==> src/rtl/a_bus_arbiter_ctrl_if.sv <==
// Handshake/select bundle between the bus masters and the arbiter controller.
// The master modport is the controller's view; slave is the requesting masters' view.
interface a_bus_arbiter_ctrl_if #(
    parameter int unsigned NO_MASTERS = 2,
    parameter int unsigned NO_SLAVES  = 3,
    parameter int unsigned S_ID_WIDTH = $clog2(NO_SLAVES + 1),
    parameter int unsigned M_ID_WIDTH = $clog2(NO_MASTERS)
);
    logic [NO_MASTERS*S_ID_WIDTH-1:0] req_slave;
    logic [NO_MASTERS-1:0]            m_done;
    logic [NO_MASTERS-1:0]            m_ack;
    logic [NO_MASTERS-1:0]            grant;
    logic [NO_MASTERS-1:0]            hold;
    logic [M_ID_WIDTH-1:0]            cur_master;
    logic [S_ID_WIDTH-1:0]            cur_slave;
    logic                             bus_busy;

    modport master (
        input  req_slave, m_done, m_ack,
        output grant, hold, cur_master, cur_slave, bus_busy
    );

    modport slave (
        output req_slave, m_done, m_ack,
        input  grant, hold, cur_master, cur_slave, bus_busy
    );
endinterface

==> src/rtl/a_bus_arbiter_ctrl.sv <==
// Shared-bus sequencing controller: fixed-priority grant, preemption via hold/ack handshake.
// Define A_SPLIT_EN to add the ACTIVE-cycle timer and split-transaction rule.
module a_bus_arbiter_ctrl #(
    parameter int unsigned NO_MASTERS    = 2,
    parameter int unsigned NO_SLAVES     = 3,
    parameter int unsigned S_ID_WIDTH    = $clog2(NO_SLAVES + 1),
    parameter int unsigned M_ID_WIDTH    = $clog2(NO_MASTERS),
    parameter int unsigned THRESH_CYCLES = 16
) (
    input  logic                  clk,
    input  logic                  rst,
    a_bus_arbiter_ctrl_if.master  bus
);

    typedef enum logic [1:0] {
        ST_IDLE    = 2'd0,
        ST_ACTIVE  = 2'd1,
        ST_PREEMPT = 2'd2
    } state_e;

    state_e                  state_q, state_d;
    logic [NO_MASTERS-1:0]   grant_q, grant_d;
    logic [NO_MASTERS-1:0]   hold_q, hold_d;
    logic [M_ID_WIDTH-1:0]   cur_master_q, cur_master_d;
    logic [S_ID_WIDTH-1:0]   cur_slave_q, cur_slave_d;
    logic                    busy_q, busy_d;
    logic                    split_q, split_d;
    logic                    thresh_c;

    logic [S_ID_WIDTH-1:0]   req_id [NO_MASTERS];
    logic [NO_MASTERS-1:0]   req_nz;

    logic                    idle_found, prio_found, sw_found, alt_found;
    logic [M_ID_WIDTH-1:0]   idle_idx, sw_idx, alt_idx;
    logic                    cand_found;
    logic                    cur_done_c, cur_ack_c;

    // Unpack per-master slave requests
    always_comb begin
        for (int i = 0; i < NO_MASTERS; i++) begin
            req_id[i] = bus.req_slave[i*S_ID_WIDTH +: S_ID_WIDTH];
            req_nz[i] = |req_id[i];
        end
    end

    // Lowest-index selections: any requester, higher priority than current,
    // other requester on a different slave, any other requester
    always_comb begin
        idle_found = 1'b0;
        prio_found = 1'b0;
        sw_found   = 1'b0;
        alt_found  = 1'b0;
        idle_idx   = '0;
        sw_idx     = '0;
        alt_idx    = '0;
        for (int i = 0; i < NO_MASTERS; i++) begin
            if (req_nz[i] && !idle_found) begin
                idle_found = 1'b1;
                idle_idx   = M_ID_WIDTH'(i);
            end
            if (req_nz[i] && (M_ID_WIDTH'(i) < cur_master_q)) begin
                prio_found = 1'b1;
            end
            if (req_nz[i] && (M_ID_WIDTH'(i) != cur_master_q) &&
                (req_id[i] != cur_slave_q) && !sw_found) begin
                sw_found = 1'b1;
                sw_idx   = M_ID_WIDTH'(i);
            end
            if (req_nz[i] && (M_ID_WIDTH'(i) != cur_master_q) && !alt_found) begin
                alt_found = 1'b1;
                alt_idx   = M_ID_WIDTH'(i);
            end
        end
    end

    assign cand_found = thresh_c ? sw_found : prio_found;
    assign cur_done_c = bus.m_done[cur_master_q] | ~req_nz[cur_master_q];
    assign cur_ack_c  = bus.m_ack[cur_master_q] | bus.m_done[cur_master_q];

`ifdef A_SPLIT_EN
    localparam int unsigned T_WIDTH = $clog2(THRESH_CYCLES + 1);

    logic [T_WIDTH-1:0] timer_q, timer_d;

    assign thresh_c = (timer_q == T_WIDTH'(THRESH_CYCLES));

    // Restart on every new grant, count saturating while the grant is ACTIVE
    always_comb begin
        timer_d = timer_q;
        if ((state_d == ST_ACTIVE) && (state_q != ST_ACTIVE)) begin
            timer_d = '0;
        end else if ((state_q == ST_ACTIVE) && !thresh_c) begin
            timer_d = timer_q + T_WIDTH'(1);
        end
    end

    always_ff @(posedge clk or posedge rst) begin
        if (rst) begin
            timer_q <= '0;
        end else begin
            timer_q <= timer_d;
        end
    end
`else
    assign thresh_c = 1'b0;
`endif

    // Next-state and registered-output values
    always_comb begin
        state_d      = state_q;
        grant_d      = grant_q;
        hold_d       = hold_q;
        cur_master_d = cur_master_q;
        cur_slave_d  = cur_slave_q;
        busy_d       = busy_q;
        split_d      = split_q;

        case (state_q)
            ST_IDLE: begin
                if (idle_found) begin
                    state_d      = ST_ACTIVE;
                    grant_d      = NO_MASTERS'(1) << idle_idx;
                    cur_master_d = idle_idx;
                    cur_slave_d  = req_id[idle_idx];
                    busy_d       = 1'b1;
                end
            end

            ST_ACTIVE: begin
                if (cur_done_c) begin
                    state_d     = ST_IDLE;
                    grant_d     = '0;
                    hold_d      = '0;
                    cur_slave_d = '0;
                    busy_d      = 1'b0;
                end else if (cand_found) begin
                    state_d = ST_PREEMPT;
                    hold_d  = NO_MASTERS'(1) << cur_master_q;
                    split_d = thresh_c;
                end
            end

            ST_PREEMPT: begin
                if (cur_ack_c) begin
                    hold_d  = '0;
                    split_d = 1'b0;
                    // A split hands over to a requester of another slave when one exists
                    if (split_q && sw_found) begin
                        state_d      = ST_ACTIVE;
                        grant_d      = NO_MASTERS'(1) << sw_idx;
                        cur_master_d = sw_idx;
                        cur_slave_d  = req_id[sw_idx];
                    end else if (alt_found) begin
                        state_d      = ST_ACTIVE;
                        grant_d      = NO_MASTERS'(1) << alt_idx;
                        cur_master_d = alt_idx;
                        cur_slave_d  = req_id[alt_idx];
                    end else begin
                        state_d     = ST_IDLE;
                        grant_d     = '0;
                        cur_slave_d = '0;
                        busy_d      = 1'b0;
                    end
                end
            end

            default: begin
                state_d     = ST_IDLE;
                grant_d     = '0;
                hold_d      = '0;
                cur_slave_d = '0;
                busy_d      = 1'b0;
                split_d     = 1'b0;
            end
        endcase
    end

    always_ff @(posedge clk or posedge rst) begin
        if (rst) begin
            state_q      <= ST_IDLE;
            grant_q      <= '0;
            hold_q       <= '0;
            cur_master_q <= '0;
            cur_slave_q  <= '0;
            busy_q       <= 1'b0;
            split_q      <= 1'b0;
        end else begin
            state_q      <= state_d;
            grant_q      <= grant_d;
            hold_q       <= hold_d;
            cur_master_q <= cur_master_d;
            cur_slave_q  <= cur_slave_d;
            busy_q       <= busy_d;
            split_q      <= split_d;
        end
    end

    assign bus.grant      = grant_q;
    assign bus.hold       = hold_q;
    assign bus.cur_master = cur_master_q;
    assign bus.cur_slave  = cur_slave_q;
    assign bus.bus_busy   = busy_q;

endmodule

==> src/flat_wrapper.sv <==
// flat-port wrapper written by rule: the top's interface ports become plain ports
module a_bus_arbiter_ctrl_flat 
#(
    parameter int unsigned NO_MASTERS    = 2,
    parameter int unsigned NO_SLAVES     = 3,
    parameter int unsigned S_ID_WIDTH    = $clog2(NO_SLAVES + 1),
    parameter int unsigned M_ID_WIDTH    = $clog2(NO_MASTERS),
    parameter int unsigned THRESH_CYCLES = 16
)
  (clk, rst, bus_req_slave, bus_m_done, bus_m_ack, bus_grant, bus_hold, bus_cur_master, bus_cur_slave, bus_bus_busy);
  a_bus_arbiter_ctrl_if #(.NO_MASTERS(NO_MASTERS), .NO_SLAVES(NO_SLAVES), .S_ID_WIDTH(S_ID_WIDTH), .M_ID_WIDTH(M_ID_WIDTH)) bus_i ();
  input  logic clk;
  input  logic rst;
  input wire logic [$bits(bus_i.req_slave)-1:0] bus_req_slave;
  input wire logic [$bits(bus_i.m_done)-1:0] bus_m_done;
  input wire logic [$bits(bus_i.m_ack)-1:0] bus_m_ack;
  output wire logic [$bits(bus_i.grant)-1:0] bus_grant;
  output wire logic [$bits(bus_i.hold)-1:0] bus_hold;
  output wire logic [$bits(bus_i.cur_master)-1:0] bus_cur_master;
  output wire logic [$bits(bus_i.cur_slave)-1:0] bus_cur_slave;
  output wire logic [$bits(bus_i.bus_busy)-1:0] bus_bus_busy;
  assign bus_i.req_slave = bus_req_slave;
  assign bus_i.m_done = bus_m_done;
  assign bus_i.m_ack = bus_m_ack;
  assign bus_grant = bus_i.grant;
  assign bus_hold = bus_i.hold;
  assign bus_cur_master = bus_i.cur_master;
  assign bus_cur_slave = bus_i.cur_slave;
  assign bus_bus_busy = bus_i.bus_busy;
  a_bus_arbiter_ctrl #(.NO_MASTERS(NO_MASTERS), .NO_SLAVES(NO_SLAVES), .S_ID_WIDTH(S_ID_WIDTH), .M_ID_WIDTH(M_ID_WIDTH), .THRESH_CYCLES(THRESH_CYCLES)) u_core (.clk(clk), .rst(rst), .bus(bus_i));
endmodule
==> config.mk <==
export PLATFORM = sky130hd
export DESIGN_NAME = a_bus_arbiter_ctrl_flat
export DESIGN_NICKNAME = d
export VERILOG_FILES = /design/src/rtl/a_bus_arbiter_ctrl_if.sv /design/src/rtl/a_bus_arbiter_ctrl.sv /design/src/flat_wrapper.sv
export SDC_FILE = /design/constraint.sdc
export NUM_CORES = 1
export LEC_CHECK = 0
export CAP_MARGIN = 10
export CORE_MARGIN = 4
export CORE_UTILIZATION = 45
export CTS_CLUSTER_SIZE = 10
export DETAILED_ROUTE_END_ITERATION = 8
export PLACE_DENSITY_LB_ADDON = 0.08
export SKIP_CTS_REPAIR_TIMING = 1
export SLEW_MARGIN = 20
export SYNTH_ARGS = -nofsm -noshare
export SYNTH_HDL_FRONTEND = slang
export SYNTH_SLANG_ARGS = --single-unit
==> constraint.sdc <==
create_clock -name clk -period 2.3 [get_ports clk]
set_clock_uncertainty 0.2 [all_clocks]
set_input_delay 0.23 -clock clk [delete_from_list [all_inputs] [get_ports clk]]
set_output_delay 0.23 -clock clk [all_outputs]
set_load 0.03 [all_outputs]
After elaboration in Yosys (flattened, before gate mapping)
Cells that the tools add are included.

storage, ports and cells
  bits in registers = 11
  bits of input ports = 10
  word-level logic and storage cells = 124

operators by class
  $lt $le $gt $ge = 6
  eq/ne operators = 13
  shift operators = 4
  multiplexer cells = 63
  bitwise logic cells = 8
  reduce and logical (&&, ||, !) cells = 23

operators by type and width
  kind                                                         number
  two-way mux 2 bit                                            26
  two-way mux 1 bit                                            30
  one-hot mux 2 bit (3 select lines)                           4
  logical AND 1 bit                                            10
  AND reduction 3 bit                                          3
  != test 2 x 1 -> 1 bit (second input constant)               4
  AND reduction 4 bit                                          2
  << shifter 1 x 1 -> 2 bit (first input constant)             4
  >= comparator 2 bit (second input constant)                  3
  != test 2 bit (second input constant)                        3
  != test 3 x 1 -> 1 bit (second input constant)               2
  inverter 1 -> 2 bit                                          3
  one-hot mux 1 bit (3 select lines)                           2
  AND reduction 5 bit                                          1
  != test 2 bit                                                2
  OR reduction 2 bit                                           2
  zero test 1 bit                                              3
  inverter 1 bit                                               3
  equality test 2 x 1 -> 1 bit (second input constant)         1
  equality test 2 bit (second input constant)                  1
  zero test 2 bit                                              1
  less-than comparator 1 bit (first input constant)            2
  less-than comparator 1 x 2 -> 1 bit (second input constant)  1
  OR 1 bit                                                     2
  other kinds (2)                                              2

Longest topological paths before layout
Gate-level depths: netlist of the first run.

  depth after elaboration = 14
  depth in mapped cells = 5

Worst setup path after synthesis of the first run
OpenSTA, ideal clock, no wires.

  path kind = reg-to-reg
  start point = register u_core.cur_master_q, in the netlist u_core.bus.cur_master
  end point = register u_core.hold_q[1], in the netlist u_core.bus.hold[1]
  setup time = 0.121 ns
  data arrival time = 1.474 ns
  path slack = 0.505 ns
  stages on the path, launching flop included = 6
  path buffers = 1
  period minus slack after synthesis = 1.795 ns
  cells stage by stage = dfrtp_1 buf_6 or3_4 a31oi_4 nor2_1 o22a_1

between the ends
  word-level cells in the longest chain between the ends = 6

ends and longest elaborated chain
  element                                                                                     line                                                RTL
  start: declaration                                                                          a_bus_arbiter_ctrl.sv:24                            logic [M_ID_WIDTH-1:0] cur_master_q, cur_master_d;
  start signal: assignment                                                                    a_bus_arbiter_ctrl.sv:191                           cur_master_q <= cur_master_d;
  less-than comparator 1 bit or two-way mux 1 bit (tied branches)                             a_bus_arbiter_ctrl.sv:61, a_bus_arbiter_ctrl.sv:77
  logical AND 1 bit or two-way mux 1 bit (tied branches)                                      a_bus_arbiter_ctrl.sv:61, a_bus_arbiter_ctrl.sv:77
  two-way mux 1 bit or inverter 1 bit (tied branches)                                         a_bus_arbiter_ctrl.sv:61, a_bus_arbiter_ctrl.sv:77
  two-way mux 1 bit or OR 1 bit (tied branches)                                               a_bus_arbiter_ctrl.sv:61, a_bus_arbiter_ctrl.sv:77
  != test 3 x 1 -> 1 bit (no source line) or two-way mux 2 bit (tied branches)                -
  AND reduction 3 bit (no source line) or one-hot mux 2 bit (3 select lines) (tied branches)  -
  end signal: assignment                                                                      a_bus_arbiter_ctrl.sv:190                           hold_q <= hold_d;
  end: declaration                                                                            a_bus_arbiter_ctrl.sv:23                            logic [NO_MASTERS-1:0] hold_q, hold_d;

Several ways; a longest one is shown, not always the timed one. The select of a mux whose other input is x is not followed.
A chain may end at the register's enable or synchronous reset.

Final worst setup path of the first run
  start point = register u_core.cur_master_q, in the netlist u_core.bus.cur_master
  end point = output port bus_cur_master

RTL lines
  element           line                RTL
  end: declaration  flat_wrapper.sv:19  output wire logic [$bits(bus_i.cur_master)-1:0] bus_cur_master;

No word-level cell between the ends.

==> results of run 1 <==
-- worst paths after layout --
path | depth (start not counted) | to | slack [ps] | startpoint
max in group asynchronous | 2 | u_core.bus.cur_slave[1]$_DFFE_PP0P_ | 1600 | rst
setup reg to reg | 4 | u_core.bus.hold[1]$_DFFE_PP0P_ | 540 | u_core.bus.cur_master$_DFFE_PP0P_
min in group clk | 1 | u_core.bus.grant[0]$_DFFE_PP0P_ | 280 | u_core.bus.grant[0]$_DFFE_PP0P_
hold / removal | 2 | u_core.bus.hold[1]$_DFFE_PP0P_ | 30 | rst
hold reg to reg | 1 | u_core.bus.grant[0]$_DFFE_PP0P_ | 280 | u_core.bus.grant[0]$_DFFE_PP0P_
setup / recovery | 1 | bus_cur_master | 310 | u_core.bus.cur_master$_DFFE_PP0P_
-- metal layers --
layer,vias to the layer above,share of wire [%],global-route usage [%]
met5,-,0,0
met4,0,2.1,9.659
met3,5,7.7,3.125
met2,22,41,21.15
met1,248,49,20.19
li1,289,-,-
-- cells in the mapped netlist, drive strengths merged (2+ instances only) --
cell	number
nor2	7
dfrtp	10
a21oi	4
o21ai	3
a22oi	2
a31oi	2
nor3	3
o21bai	2
o22a	2
buf	3
a22o	2
nand2	3
a21o	4
inv	4
-- report_power, final --
part	leakage, nW	switching (mW)	total, mW	internal [mW]
Sequential	0.129	0.0884	0.331	0.243
Combinational	0.227	0.263	0.518	0.254
Clock	0.0210	0.0568	0.153	0.0960
-- cell families after synthesis --
group	synth area share (%)
buf+inv	5.565
mux	1.727
compound gates	32.25
simple gates	22.07
flops	38.39
-- per-stage QoR --
| stage | setup slack [ps] | instance area, um^2 |
|---|---|---|
| global placement | 341.2 | 819.5 |
| global route | 229.0 | 855.8 |
| CTS | 294.2 | 855.8 |
| detailed placement | 305.4 | 819.5 |
| floorplan | 504.5 | 651.9 |
| finish | 306.5 | 855.8 |
-- final cells by class --
class / count / area share (%)
multi-input combinational: 50 / 42.69
sequential: 10 / 29.24
timing repair buffer: 17 / 19.88
clock buffer: 4 / 4.240
tap: 15 / 2.193
inverter: 4 / 1.754
-- registers in the layout, indices dropped and copies added, names as in the netlist --
name,cells
u_core.bus.bus_busy,1
u_core.bus.cur_master,1
u_core.bus.cur_slave,2
u_core.bus.grant,2
u_core.bus.hold,2
u_core.state_q,2
-- cell usage in the layout (no fill, tap or decap) --
master | synthesis | final
and2b_1 | 1 | 1
clkdlybuf4s50_1 | 0 | 17
a31oi_4 | 1 | 1
a22oi_1 | 2 | 2
inv_1 | 4 | 4
mux2_2 | 1 | 1
nor3_1 | 3 | 3
o211ai_2 | 1 | 1
a22o_1 | 2 | 2
o21a_1 | 1 | 1
nor4b_2 | 1 | 1
or2_2 | 1 | 1
o32a_1 | 1 | 1
nor4_1 | 1 | 1
and4bb_2 | 1 | 1
o21ai_0 | 3 | 3
a21o_1 | 4 | 4
a21boi_1 | 1 | 1
or2b_1 | 1 | 1
o21bai_1 | 2 | 2
a2111oi_2 | 1 | 1
nand3b_1 | 1 | 1
a31oi_1 | 1 | 1
nor2b_1 | 1 | 1
clkbuf_4 | 0 | 3
nor2_1 | 7 | 7
nand2_1 | 3 | 3
or3b_4 | 1 | 1
o22a_1 | 2 | 2
dfrtp_1 | 10 | 10
a21oi_1 | 4 | 4
or3_4 | 1 | 1
clkbuf_8 | 0 | 1
-- worst reg2reg max path, delay by kind of cell, from the launching register on --
family,cells,cell delay [ps]
simple gates,2,500
compound gates,2,390
flops,1,560
==> reports/qor.yml, run 1 <==
status:
  status: "complete, no violations"
global_routing:
  grt_pass1_wl_mm: 2.242
  antenna_found_initial: 0
  grt_pass1_vias: 548
  overflow: 0
  grt_max_degree: 14
  grt_usage_pct: 14.90
worst_setup_path:
  end_kind: "output pin"
  cp_cell_sequence: "clkdlybuf4s50_1"
  crit_required_ps: 1870
  startpoint_type: "flip-flop"
  worstSetupPathType: "flip-flop to output pin"
  critPathBufInv: 1
  cpMaxStageDelayCell: "clkdlybuf4s50_1"
  crit_path_max_fanout: 13
  cp_slowest_stage_delay_ps: 750
  worstPathArrival_ps: 1560
  critPathTopFamily: "buffers and inverters"
finish:
  nNetsFinal: 96
  fin_util_pct: 64.17
  regArea_um2: 250.2
  multiInputGateArea_um2: 365.4
  nFillCells: 110
  drive_gt1_share_pct: 15.29
  n_antenna_cell: 0
  final_cells: 100
  area_growth_syn_to_layout_pct: 31.29
logic_synthesis:
  syn_avg_cell_area_um2: 9.729
  synth_seq_area_share_pct: 38.39
  yosysUniqueCellTypes: 32
  ys_warn_count: 0
  synth_edf_count: 0
  syn_inst: 67
  syn-cell-area_um2: 651.9
  yosysTopAreaCellShare_pct: 38.39
  ys.flop_type: "dfrtp_1"
  synth_area_leaders: "dfrtp_1 38%, a21o_1 4.6%, nor2_1 4.0%, a31oi_4 3.3%, a21oi_1 3.1%"
  synthArstFlopShare_pct: 100.0
  syn_nets: 77
  synth_area_leader_cell: "dfrtp_1"
  synth_seq_cells: 10
timing:
  slew_headroom_pct: 70.33
  rsz0062_at_grt: "false"
  finalSetupViolCount: 0
  whs_ps: 33.99
  fin_crit_ps: 1994
  timing.fmax_mhz: 501.6
  fin_crit_sh_pct: 86.68
  worstMarginPinSlew_ps: 444.2
  slew_violations: 0
  tns_ps: 0
  hold_violations: 0
power_and_ir_drop:
  powerDensity_nw_per_um2: 1171
  vdd_ir_drop_max_uv: 741.6
  p_total_mw: 1.002
  p_leak_nw: 0.3767
drt:
  vias_per_cell: 5.640
  remaining_drc_errors: 0
  drt_iter0_drc: 7
  dr.pass1.iters: 4
  vias: 564
  wl_per_cell_um: 13.66
  antenna_left: 0
  drt-total-wl_mm: 1.366
clock_network:
  tritoncts: "done"
  cts_max_level: 1
  clockRootBuffer: "clkbuf_4"
  cts_max_path_buffers: 2
  clk_latency_ps: 260
  cts.clk_slew.worst_paths_ps: 60
  cts.sinks: 10
  cts_made_buffers: 3
floorplanning:
  row_count: 13
  die_area_um2: 2122
  initial_utilization_pct: 48.87
  core_area_um2: 1334
  fp.dieW_um: 46.06
  die_height_um: 46.06
  num_io_pins: 18
placed_design:
  hpwlAfterDp_mm: 1.044
  io_buffers: 17
  place_inst: 96
  gp_congestion: 0.7999
flow_run:
  maxCapViolations: 0
worst_hold_path:
  hold_class: "input port to asynchronous set/reset pin"
No activity file was read; power rests on OpenSTA's default activity.
==> inputs of run 2 (changes only) <==
Settings changed: CORE_UTILIZATION 45 to 41, SKIP_CTS_REPAIR_TIMING 1 to default.
Clock period 2.3 ns to 1.6 ns, I/O delays scaled along.
==> reports/qor.yml, run 2 (same netlist as run 1, synthesis figures left out) <==
status:
  status: "finished, violations left"
  violations: "negative setup slack"
worst_setup_path:
  critPathBufInv: 2  # +1
  reg2reg_slack_ps: -20  # -560 ps
  crit_path_max_fanout: 6  # -7
  worstPathArrival_ps: 1610  # +50 ps
  end_kind: "flip-flop"
  cp_cell_sequence: "buf_4, inv_1, nand2_1, o211ai_2, a21boi_2"
  cp_slowest_stage_delay_ps: 440  # -310 ps
  startpoint_type: "flip-flop"
  crit_required_ps: 1590  # -280 ps
  cpMaxStageDelayCell: "dfrtp_2"
  critPathTopFamily: "compound AO/OA/AOI/OAI gates"
  worstSetupPathType: "flip-flop to flip-flop"
drt:
  vias: 656  # +16%
  antenna_left: 0  # unchanged
  vias_per_cell: 5.377  # -4.7%
  wl_per_cell_um: 14.47  # +5.9%
  remaining_drc_errors: 0  # unchanged
  dr.pass1.iters: 4  # unchanged
  drt-total-wl_mm: 1.765  # +29%
  drt_iter0_drc: 7  # unchanged
floorplanning:
  row_count: 14  # +1
  die_height_um: 47.88  # +3.9%
  fp.dieW_um: 47.88  # +3.9%
  die_area_um2: 2292  # +8.0%
  core_area_um2: 1506  # +13%
  initial_utilization_pct: 43.27  # -5.6 points
  num_io_pins: 18  # unchanged
timing:
  finalSetupViolCount: 2  # +2
  fin_crit_ps: 1617
  slew_headroom_pct: 71.80  # +1.5 points
  whs_ps: 290.0  # +256.0 ps
  slew_violations: 0  # unchanged
  tns_ps: -22.96  # -22.96 ps
  layout_setup_ws_ps: -16.87  # -323.3 ps
  rsz0062_at_grt: "true"
  fin_crit_sh_pct: 101.1
  worstMarginPinSlew_ps: 419.1  # -25.16 ps
  hold_violations: 0  # unchanged
  timing.fmax_mhz: 618.5
clock_network:
  cts_made_buffers: 3  # unchanged
  cts_max_path_buffers: 2  # unchanged
  tritoncts: "done"
  clockRootBuffer: "clkbuf_4"
  cts.clk_slew.worst_paths_ps: 70  # about the same
  clk_latency_ps: 260  # about the same
  cts_max_level: 1  # unchanged
  cts.sinks: 10  # unchanged
placed_design:
  gp_congestion: 0.7904  # -1.2%
  pre_cts_slack_ps: -272.3  # -577.7 ps
  io_buffers: 17  # unchanged
  place_area_um2: 947.2  # +16%
  place_inst: 113  # +18%
  hpwlAfterDp_mm: 1.241  # +19%
finish:
  design_area_um2: 1051  # +23%
  fin_util_pct: 69.77  # +5.6 points
  drive_gt1_share_pct: 37.74  # +22 points
  n_antenna_cell: 0  # unchanged
  area_growth_syn_to_layout_pct: 61.23
  layout_common_cells: "20 x buf_4, 9 x clkdlybuf4s50_1, 8 x dfrtp_1"
  final_cells: 122  # +22%
  final_common_cell: "buf_4"
  nNetsFinal: 117  # +22%
  nFillCells: 126  # +15%
global_routing:
  overflow: 0  # unchanged
  antenna_found_initial: 0  # unchanged
  grt_pass1_wl_mm: 2.835  # +26%
  grt_pass1_vias: 673  # +23%
  grt_max_degree: 11  # -3
  grt_usage_pct: 17.40  # +2.5 points
power_and_ir_drop:
  powerDensity_nw_per_um2: 1576  # +35%
  p_leak_nw: 0.5086  # +35%
  vdd_ir_drop_max_uv: 1041  # +40%
  p_total_mw: 1.656  # +65%
worst_hold_path:
  hold_class: "flip-flop to flip-flop"
flow_run:
  maxCapViolations: 0  # unchanged
run 2: cell types whose count changed in the layout (fill, tap and decap cells not counted), sizes merged:
cell           before  now
clkdlybuf4s15       0    1
clkdlybuf4s50      17    9
buf                 0   20
dlygate4sd2         0    7
dlygate4sd3         0    1
run 2: worst reg2reg max path, cell delays in order (launching register included):
cell and delay, ps:
dfrtp_2 440, buf_4 170, inv_1 90, nand2_1 170
o211ai_2 290, a21boi_2 190
run 2: worst paths after layout:
check / to / cells after the start / from
setup / recovery: u_core.state_q[1]$_DFFE_PP0P_ / 5 / u_core.state_q[1]$_DFFE_PP0P_
hold / removal: u_core.bus.grant[0]$_DFFE_PP0P_ / 1 / u_core.bus.grant[0]$_DFFE_PP0P_
setup reg to reg: u_core.state_q[1]$_DFFE_PP0P_ / 5 / u_core.state_q[1]$_DFFE_PP0P_
hold reg to reg: u_core.bus.grant[0]$_DFFE_PP0P_ / 1 / u_core.bus.grant[0]$_DFFE_PP0P_
max in group asynchronous: u_core.bus.cur_master$_DFFE_PP0P_ / 3 / rst
min in group asynchronous: u_core.bus.cur_slave[1]$_DFFE_PP0P_ / 3 / rst
run 2: cell type report:
| class | instances | area (um^2) | area share, % |
|---|---|---|---|
| multi-input combinational | 50 | 405.4 | 38.57 |
| sequential | 10 | 252.7 | 24.05 |
| inverter | 4 | 15.01 | 1.429 |
| tap | 16 | 20.02 | 1.905 |
| timing repair buffer | 38 | 321.6 | 30.60 |
| clock buffer | 4 | 36.28 | 3.452 |
run 2: where the power goes:
part,total [mW],switching [mW],internal (mW)
logic,0.980,0.501,0.479
registers,0.453,0.0996,0.353
clock network,0.223,0.0852,0.138
total,1.66,0.686,0.970
run 2: layer usage:
layer	wire, um	part of all wire [%]	vias up	GRT usage (%)
li1	-	-	329	-
met2	848	48	18	29.02
met4	40	2.3	0	5.376
met3	96	5.4	4	2.256
met1	780	44	305	23.23
met5	0	0	-	0
run 2: what timing repair did:
item | CTS | global route
endpoints found under the hold margin | 10 | 0
setup buffers | 4 | 0
pin swaps | 1 | 3
hold buffers | 1 | 0
endpoints found under the setup margin | 13 | 11
resized for setup | 10 | 9
==> inputs of run 3 (changes only) <==
Settings changed: SKIP_LAST_GASP from default to 1.
==> results of run 3 <==
No change in the layout: final DEF, timing and power equal those of run 2.
